`src/rtl/bp_io_reg_responder.sv`:
```
// IO register responder: terminates a command/response wormhole link pair.
// Each command packet is decoded, run against a small register bank, and
// answered with exactly one response packet. Only one packet is in flight,
// so commands and responses stay in order.
//
// Handshake: a flit moves on a link in a cycle where valid and ready_and are
// both high at the rising edge. Valid never depends on ready. Once valid is
// raised, the flit stays unchanged until it is accepted. cmd_ready_and_o is
// a function of the registered state only.
module bp_io_reg_responder #(
    parameter int flit_width_p = 64,
    parameter int cord_width_p = 8,
    parameter int len_width_p  = 4,
    parameter int addr_width_p = 16,
    parameter int num_regs_p   = 8
) (
    input  logic                    clk_i,
    input  logic                    reset_i,
    input  logic [cord_width_p-1:0] my_cord_i,
    input  logic                    cmd_v_i,
    input  logic [flit_width_p-1:0] cmd_data_i,
    output logic                    cmd_ready_and_o,
    output logic                    resp_v_o,
    output logic [flit_width_p-1:0] resp_data_o,
    input  logic                    resp_ready_and_i
);

    localparam int idx_w_lp    = $clog2(num_regs_p);
    localparam int len_lsb_lp  = cord_width_p;
    localparam int src_lsb_lp  = len_lsb_lp + len_width_p;
    localparam int op_lsb_lp   = src_lsb_lp + cord_width_p;
    localparam int addr_lsb_lp = op_lsb_lp + 2;
    localparam int err_lsb_lp  = addr_lsb_lp + addr_width_p;

    localparam logic [1:0] op_read_lp  = 2'd0;
    localparam logic [1:0] op_write_lp = 2'd1;

    typedef enum logic [2:0] {
        S_IDLE, S_DATA, S_DRAIN, S_RESP_HDR, S_RESP_DATA
    } state_e;

    state_e                  state_q, state_d;
    logic [cord_width_p-1:0] src_q, src_d;
    logic [1:0]              op_q, op_d;
    logic [addr_width_p-1:0] addr_q, addr_d;
    logic [len_width_p-1:0]  len_q, len_d;
    logic [len_width_p-1:0]  cnt_q, cnt_d;
    logic [flit_width_p-1:0] rd_data_q, rd_data_d;
    logic [flit_width_p-1:0] regs_q [num_regs_p];
    logic [flit_width_p-1:0] regs_d [num_regs_p];

    // Header fields of the incoming flit (only meaningful in IDLE).
    logic [len_width_p-1:0]  hdr_len;
    logic [1:0]              hdr_op;
    logic [idx_w_lp-1:0]     hdr_idx;

    // Decode of the latched command.
    logic                    in_range;
    logic                    legal;
    logic                    legal_read;
    logic [idx_w_lp-1:0]     idx;

    // Field extraction and legality of the latched command.
    always_comb begin
        hdr_len    = cmd_data_i[len_lsb_lp +: len_width_p];
        hdr_op     = cmd_data_i[op_lsb_lp +: 2];
        hdr_idx    = cmd_data_i[addr_lsb_lp + 3 +: idx_w_lp];
        idx        = addr_q[3 +: idx_w_lp];
        in_range   = (addr_q[addr_width_p-1:3] < (addr_width_p-3)'(num_regs_p));
        legal_read = in_range && (op_q == op_read_lp) && (len_q == '0);
        legal      = legal_read
                     || (in_range && (op_q == op_write_lp) && (len_q == len_width_p'(1)));
    end

    // Next-state, datapath updates and link outputs.
    always_comb begin
        state_d         = state_q;
        src_d           = src_q;
        op_d            = op_q;
        addr_d          = addr_q;
        len_d           = len_q;
        cnt_d           = cnt_q;
        rd_data_d       = rd_data_q;
        regs_d          = regs_q;
        cmd_ready_and_o = 1'b0;
        resp_v_o        = 1'b0;
        resp_data_o     = '0;

        case (state_q)
            S_IDLE: begin
                cmd_ready_and_o = 1'b1;
                if (cmd_v_i) begin
                    src_d  = cmd_data_i[src_lsb_lp +: cord_width_p];
                    op_d   = hdr_op;
                    addr_d = cmd_data_i[addr_lsb_lp +: addr_width_p];
                    len_d  = hdr_len;
                    // Read data is sampled here; it is only returned for legal reads.
                    rd_data_d = regs_q[hdr_idx];
                    if (hdr_len == '0) begin
                        state_d = S_RESP_HDR;
                    end else if ((hdr_op == op_write_lp) && (hdr_len == len_width_p'(1))) begin
                        state_d = S_DATA;
                    end else begin
                        cnt_d   = hdr_len;
                        state_d = S_DRAIN;
                    end
                end
            end
            S_DATA: begin
                cmd_ready_and_o = 1'b1;
                if (cmd_v_i) begin
                    if (legal) begin
                        regs_d[idx] = cmd_data_i;
                    end
                    state_d = S_RESP_HDR;
                end
            end
            S_DRAIN: begin
                cmd_ready_and_o = 1'b1;
                if (cmd_v_i) begin
                    cnt_d = cnt_q - len_width_p'(1);
                    if (cnt_q == len_width_p'(1)) begin
                        state_d = S_RESP_HDR;
                    end
                end
            end
            S_RESP_HDR: begin
                resp_v_o = 1'b1;
                resp_data_o[0 +: cord_width_p]            = src_q;
                resp_data_o[len_lsb_lp +: len_width_p]    = legal_read ? len_width_p'(1) : '0;
                resp_data_o[src_lsb_lp +: cord_width_p]   = my_cord_i;
                resp_data_o[op_lsb_lp +: 2]               = op_q;
                resp_data_o[addr_lsb_lp +: addr_width_p]  = addr_q;
                resp_data_o[err_lsb_lp]                   = !legal;
                if (resp_ready_and_i) begin
                    state_d = legal_read ? S_RESP_DATA : S_IDLE;
                end
            end
            S_RESP_DATA: begin
                resp_v_o    = 1'b1;
                resp_data_o = rd_data_q;
                if (resp_ready_and_i) begin
                    state_d = S_IDLE;
                end
            end
            default: begin
                state_d = S_IDLE;
            end
        endcase
    end

    // State and datapath registers; reset abandons any packet and clears the bank.
    always_ff @(posedge clk_i) begin
        if (reset_i) begin
            state_q   <= S_IDLE;
            src_q     <= '0;
            op_q      <= '0;
            addr_q    <= '0;
            len_q     <= '0;
            cnt_q     <= '0;
            rd_data_q <= '0;
            for (int i = 0; i < num_regs_p; i++) begin
                regs_q[i] <= '0;
            end
        end else begin
            state_q   <= state_d;
            src_q     <= src_d;
            op_q      <= op_d;
            addr_q    <= addr_d;
            len_q     <= len_d;
            cnt_q     <= cnt_d;
            rd_data_q <= rd_data_d;
            for (int i = 0; i < num_regs_p; i++) begin
                regs_q[i] <= regs_d[i];
            end
        end
    end

endmodule

```
`config.mk`:
```
export PLATFORM = sky130hd
export DESIGN_NAME = bp_io_reg_responder
export DESIGN_NICKNAME = d
export VERILOG_FILES = /design/src/rtl/bp_io_reg_responder.sv
export SDC_FILE = /design/constraint.sdc
export NUM_CORES = 1
export LEC_CHECK = 0
export CAP_MARGIN = 20
export CORE_MARGIN = 1.5
export CORE_UTILIZATION = 57
export DETAILED_ROUTE_END_ITERATION = 7
export DONT_BUFFER_PORTS = 1
export GPL_TIMING_DRIVEN = 1
export PLACE_DENSITY_LB_ADDON = 0.15
export SLEW_MARGIN = 20
export SYNTH_ARGS = -nofsm -noshare
export SYNTH_HDL_FRONTEND = slang
export SYNTH_SLANG_ARGS = --single-unit
export TNS_END_PERCENT = 100
```
`constraint.sdc`:
```
create_clock -name clk_i -period 1.85 [get_ports clk_i]
set_clock_uncertainty 0.05 [all_clocks]
set_input_delay 0 -clock clk_i [delete_from_list [all_inputs] [get_ports clk_i]]
set_output_delay 0 -clock clk_i [all_outputs]
set_load 0.05 [all_outputs]
```
==> run_results.csv, run 1 <==
group,metric,value,unit
run_status,outcome,"complete, but fails checks",
run_status,violations,"setup timing",
synthesis,synth_ff_type,"dfxtp_1",
worst_hold_path,worstHoldEndpoint,"state_q[2]",
floorplanning,initial_utilization,57.95,%
drt,drtAntennaViolNets,0,
critical_path,worstPathArrival,2.39,ns
timing,post-route-period-util,132.1,%
cells_and_area,fill_cells,2448,
clocking,cts_buffer_depth,3,
cells_and_area,utilization,79.31,%
clocking,cts_buffers,60,
placement,gp_congestion,0.7719,
floorplanning,fp.dieH,215.5,µm
critical_path,reg2reg_slack,-0.55,ns
global_route,grt_max_degree,101,
cells_and_area,area_delta_synth_final,36.84,%
global_route,grt_pass1_wl,121400,µm
clocking,root_buffer,"clkbuf_16",
drt,via_per_inst,6.458,
critical_path,end_kind,"output pin",
synthesis,synth_edf_count,0,
global_route,overflow,0,
clocking,htree_levels,2,
placement,hpwl,39680,µm
power_and_ir_drop,powerDensity,811.8,nW/µm²
synthesis,yosys.area.top_type,"dfxtp_1",
cells_and_area,multi_input_area,13550,µm²
job,maxCapViolCount,0,
placement,io_buffers,0,
drt,post_drt_wl_per_cell,26.98,µm
cells_and_area,seqCellArea,12280,µm²
timing,worst_slack,-0.5941,ns
drt,routed_wl,91930,µm
timing,final-setup-viol-count,650,
critical_path,worst-endpoint-required,1.80,ns
timing,post-route-min-period,2.444,ns
critical_path,ff2ff_path_depth,9,
drt,drc,0,
worst_hold_path,hold_path_class,"input pin to flip-flop",
drt,via_count,22000,
clocking,clock-sinks,613,
timing,hold_viol,0,
timing,tightest_slew,0.5659,ns
cells_and_area,drive_gt1_share,22.53,%
drt,drtPass1Iterations,6,
critical_path,critical_path_class,"flip-flop to output pin",
placement,place_ws,-0.1183,ns
floorplanning,die_w,215.5,µm
floorplanning,core,44410,µm²
cells_and_area,mostFrequentLayoutCell,"nand2_1",
worst_hold_path,hp-start,"cmd_v_i",
synthesis,ys_top_cells_by_area,"dfxtp_1 (48%), mux2i_1 (20%), mux4_2 (11%), nand2_1 (9.3%), clkbuf_1 (1.8%)",
global_route,grt_antenna_before_repair,4,
synthesis,avgSynthCellArea,10.45,µm²
synthesis,synth.distinct_cells,46,
synthesis,syn_inst,2463,
timing,relSlewSlack,62.18,%
cells_and_area,layout_common_cells,"nand2_1 (638), dfxtp_1 (608), mux2i_1 (503)",
synthesis,synth_top_area_share,47.68,%
synthesis,synthesis.nets,2541,
cells_and_area,final_nets,2843,
power_and_ir_drop,vdd_drop_max,0.6350,mV
synthesis,synth_area,25740,µm²
synthesis,synth-seq-cells,613,
synthesis,yosysWarnings,0,
timing,rsz0062_at_grt,"yes",
critical_path,r2r-start,"state_q[1]",
power_and_ir_drop,leakagePower,0.01640,µW
timing,whs,0.01729,ns
timing,max_freq,0.4092,GHz
clocking,clk_pin_slew_worst_paths,0.07,ns
floorplanning,io_pins,142,
synthesis,async_reset_ff_share,0,%
worst_hold_path,holdPathStages,3,
synthesis,ys_seq_area_share,47.68,%
critical_path,worstPathMaxFanout,2,
drt,drt-initial-drc-count,2588,
clocking,clk_latency,0.64,ns
clocking,cts_tree,"done",
critical_path,critPathLaunchType,"flip-flop",
floorplanning,dieArea,46440,µm²
floorplanning,num_rows,77,
global_route,grt_pass1_vias,21270,
critical_path,r2r_end,"regs_q[106]",
global_route,grt_usage,33.54,%
timing,drv_slew,0,
## report_power, final
group / internal, µW / switching, µW / leakage [µW] / total (µW)
combinational: 1000 / 1560 / 0.0105 / 2560
clock: 7080 / 5320 / 0.000959 / 12400
sequential: 13400 / 203 / 0.00495 / 13600
## cell type report
| cell class | instances | share of cell area [%] |
|---|---|---|
| well taps | 592 | 2.103 |
| diodes | 5 | 0.03552 |
| clock inverters | 11 | 0.3765 |
| clock buffers | 96 | 5.161 |
| multi-input cells | 1649 | 38.47 |
| flip-flops and latches | 613 | 34.87 |
| repair buffers | 435 | 18.89 |
| inverters | 6 | 0.08525 |
## repair_timing
| action | in CTS | in global routing |
|---|---|---|
| setup endpoints to repair | 471 | 615 |
| gates cloned | 33 | 39 |
| endpoints found under the hold margin | 613 | 1 |
| buffers inserted | 45 | 24 |
| resized for setup | 131 | 175 |
| pin swaps | 32 | 21 |
| hold buffers | 157 | 1 |
## worst max-delay path, cell delays in order (launching register included)
cell     delay, ns
dfxtp_1       0.32
or4_4         0.57
nor2_4        0.16
buf_6         0.11
nand4_1       0.14
a22o_4        0.30
buf_12        0.15
## layer usage
| layer | part of all wire (%) | track usage (%) |
|---|---|---|
| met1 | 37 | 42.85 |
| met4 | 5.9 | 15.59 |
| met2 | 47 | 55.88 |
| met5 | 0 | 0 |
| met3 | 9.9 | 5.412 |
## through the flow
stage / instance area (µm²) / std cells / power, µW / TNS (ns)
final: 35220 / 3407 / 28590 / -225.29
after global routing: 35220 / 3406 / 29210 / -231.48
after CTS: 33730 / 3357 / 28050 / -125.51
after floorplan: 25790 / 2463 / 15040 / 0
after global placement: 28190 / 3015 / 15500 / -6.387
after detailed placement: 28190 / 3015 / 15540 / -9.769
## sequential cells by signal, indices dropped and copies added, names as in the netlist
register,cells
cnt_q,4
src_q,8
len_q,4
rd_data_q,64
addr_q,16
regs_q,512
state_q,3
op_q,2
## kinds of logic after synthesis
logic type | after synthesis | share of synthesized area [%]
and+or+nand+nor | 783 | 12.30
AOI/OAI and AO/OA | 216 | 5.255
adders and majority gates | 2 | 0.09720
buffers and inverters | 207 | 3.485
DFF | 613 | 47.68
muxes | 641 | 31.15
xor gates and xnor gates | 1 | 0.03403
## Yosys cell counts (all sizes together) (5+ instances only)
cell type,number
nand2,645
dfxtp,613
mux2i,513
mux4,128
clkbuf,126
buf,75
nor2,75
o21ai,66
o22ai,64
a21oi,36
a22o,35
and3,29
inv,5
nor3,5
## worst max-delay path by stage
stage,start,endpoint,cells past startpoint
floorplan,len_q[2],regs_q[474],6
global placement,len_q[2],regs_q[211],5
detailed placement,len_q[2],regs_q[494],5
CTS,len_q[1],resp_data_o[38],6
global route,addr_q[7],resp_data_o[38],6
finish,addr_q[7],resp_data_o[38],6
No activity file was read; power rests on OpenSTA's default activity.
==> inputs of run 2 (changes only) <==
==> constraint.sdc (replaced) <==
create_clock -name clk_i -period 1.85 [get_ports clk_i]
set_clock_uncertainty 0.05 [all_clocks]
set_input_delay 0.2775 -clock clk_i [delete_from_list [all_inputs] [get_ports clk_i]]
set_output_delay 0.2775 -clock clk_i [all_outputs]
set_load 0.05 [all_outputs]
==> run 2 against run 1 <==
Against the previous run: worst hold slack lost 0.011 ns; the run still ends with setup timing left; critical path depth shrank 1; sequential power is essentially flat.
==> run_results.csv, run 2 (synthesis gave the netlist of run 1 again) <==
group,metric,value,unit
run_status,outcome,"complete, but fails checks",
run_status,violations,"setup timing",
timing,relSlewSlack,55.16,%
clocking,cts_tree,"done",
power_and_ir_drop,p_int,21500,µW
timing,rsz0062_at_grt,"yes",
power_and_ir_drop,power.net_switching,6962,µW
drt,drtPass1Iterations,7,
clocking,cts_buffers,60,
critical_path,worst-endpoint-required,1.52,ns
clocking,clk_latency,0.63,ns
floorplanning,fp.dieH,215.5,µm
floorplanning,initial_utilization,57.95,%
job,maxCapViolCount,0,
power_and_ir_drop,switching_share,24.46,%
clocking,root_buffer,"clkbuf_16",
drt,drtAntennaViolNets,0,
drt,met2WireLength,41640,µm
drt,via_per_inst,6.353,
clocking,cts_buffer_depth,3,
cells_and_area,drive_gt1_share,22.97,%
cells_and_area,mostFrequentLayoutCell,"nand2_1",
cells_and_area,final_nets,2746,
cells_and_area,area_delta_synth_final,32.31,%
timing,hold_viol,0,
critical_path,critPathLaunchType,"flip-flop",
worst_hold_path,hold_path_class,"input pin to flip-flop",
placement,io_buffers,0,
worst_hold_path,hp-start,"cmd_data_i[58]",
drt,drt-initial-drc-count,2085,
global_route,grt_usage,34.02,%
critical_path,reg2reg_slack,-0.55,ns
timing,final-setup-viol-count,672,
clocking,clock-sinks,613,
timing,post-route-period-util,141.9,%
timing,fin_setup_tns,-226.62,ns
critical_path,crit_start,"addr_q[15]",
timing,drv_slew,0,
drt,m1WireLength,33430,µm
drt,via_count,20990,
floorplanning,num_rows,77,
critical_path,worstPathArrival,2.30,ns
drt,post_drt_wl_per_cell,26.48,µm
floorplanning,io_pins,142,
drt,routed_wl,87500,µm
drt,highest_layer,"met4",
cells_and_area,regMostFlops,"regs_q",
placement,place_ws,-0.1723,ns
global_route,grt_pass1_vias,20850,
clocking,htree_levels,2,
cells_and_area,multi_input_area,13450,µm²
timing,post-route-min-period,2.625,ns
power_and_ir_drop,p_comb_share,9.4,%
global_route,overflow,0,
power_and_ir_drop,leakagePower,0.01570,µW
cells_and_area,instances_no_fill,3304,
critical_path,ff2ff_path_depth,9,
power_and_ir_drop,clockPowerShare,42.7,%
power_and_ir_drop,vdd_drop_max,0.7985,mV
cells_and_area,seqCellArea,12290,µm²
timing,tightest_slew,0.6556,ns
critical_path,r2r_end,"regs_q[458]",
power_and_ir_drop,p_seq_share,47.9,%
placement,gp_congestion,0.7719,
power_and_ir_drop,powerDensity,835.8,nW/µm²
clocking,clk_pin_slew_worst_paths,0.06,ns
floorplanning,dieArea,46440,µm²
cells_and_area,layout_common_cells,"nand2_1 (635), dfxtp_1 (607), mux2i_1 (510)",
cells_and_area,largest_reg_flops,512,
cells_and_area,reg_top3,"regs_q (512), rd_data_q (64), addr_q (16)",
placement,place_inst,3007,
critical_path,critical_path_class,"flip-flop to output pin",
critical_path,r2r-start,"addr_q[15]",
placement,hpwl,39500,µm
global_route,grt_pass1_wl,122600,µm
global_route,grt_max_degree,130,
global_route,grt_antenna_before_repair,2,
drt,drc,0,
timing,max_freq,0.3810,GHz
cells_and_area,fill_cells,2609,
floorplanning,core,44410,µm²
floorplanning,die_w,215.5,µm
critical_path,end_kind,"output pin",
critical_path,worstPathMaxFanout,3,
drt,wl_met3,7514,µm
timing,worst_slack,-0.7750,ns
critical_path,crit_end,"resp_data_o[38]",
==> run 2: per-layer routing <==
layer	track usage [%]	vias up
li1	-	9075
met1	43.23	10430
met2	56.89	1137
met3	5.751	350
met4	15.50	0
met5	0	-
==> run 2: power groups by stage <==
stage	Sequential, µW	Combinational [µW]	Clock (µW)
global placement	13900	1650	0
global route	13600	2770	12700
finish	13600	2680	12100
floorplan	13800	1240	0
CTS	13600	2160	12100
detailed placement	13900	1690	0
==> run 2: layout make-up <==
class / count / share of cell area [%]
clock inverters: 7 / 0.2498
clock buffers: 95 / 5.357
diodes: 4 / 0.02939
inverters: 6 / 0.08817
well taps: 592 / 2.175
repair buffers: 342 / 16.53
flip-flops and latches: 613 / 36.08
multi-input cells: 1645 / 39.49
==> run 2: how the worst min path moves through the flow <==
stage                        to  slack, ns  cells after the start
floorplan             addr_q[0]       0.36                      2
CTS                  state_q[1]      0.001                      4
global route        regs_q[506]       0.02                      2
detailed placement    addr_q[2]       0.30                      1
global placement      addr_q[1]       0.30                      1
finish               regs_q[58]      0.007                      2
==> run 2: stage by stage <==
stage | area (µm²) | util [%] | hold WS (ns) | total power [µW]
final | 34060 | 76.68 | 0.006567 | 28470
after detailed placement | 28150 | 63.37 | 0.3028 | 15560
after CTS | 33080 | 74.49 | 0.001492 | 27840
after global routing | 34060 | 76.68 | 0.02045 | 29100
after global placement | 28150 | 63.37 | 0.3011 | 15520
after floorplan | 25890 | - | 0.3635 | 15050
==> run 2: repair_timing <==
item                                    4_1_cts  5_1_grt
buffers inserted                             44       22
gates resized for setup                     164       87
endpoints found under the setup margin      526      678
endpoints found under the hold margin       472        0
pin swaps                                    53       24
hold buffers                                 65        0
gates cloned                                 44       16
==> run 2: worst max-delay path, cell delays in order, from the launching register on <==
cell     delay [ns]
dfxtp_2        0.34
or4_4          0.55
nor2_4         0.18
nand4_1        0.17
a22o_4         0.28
buf_12         0.15
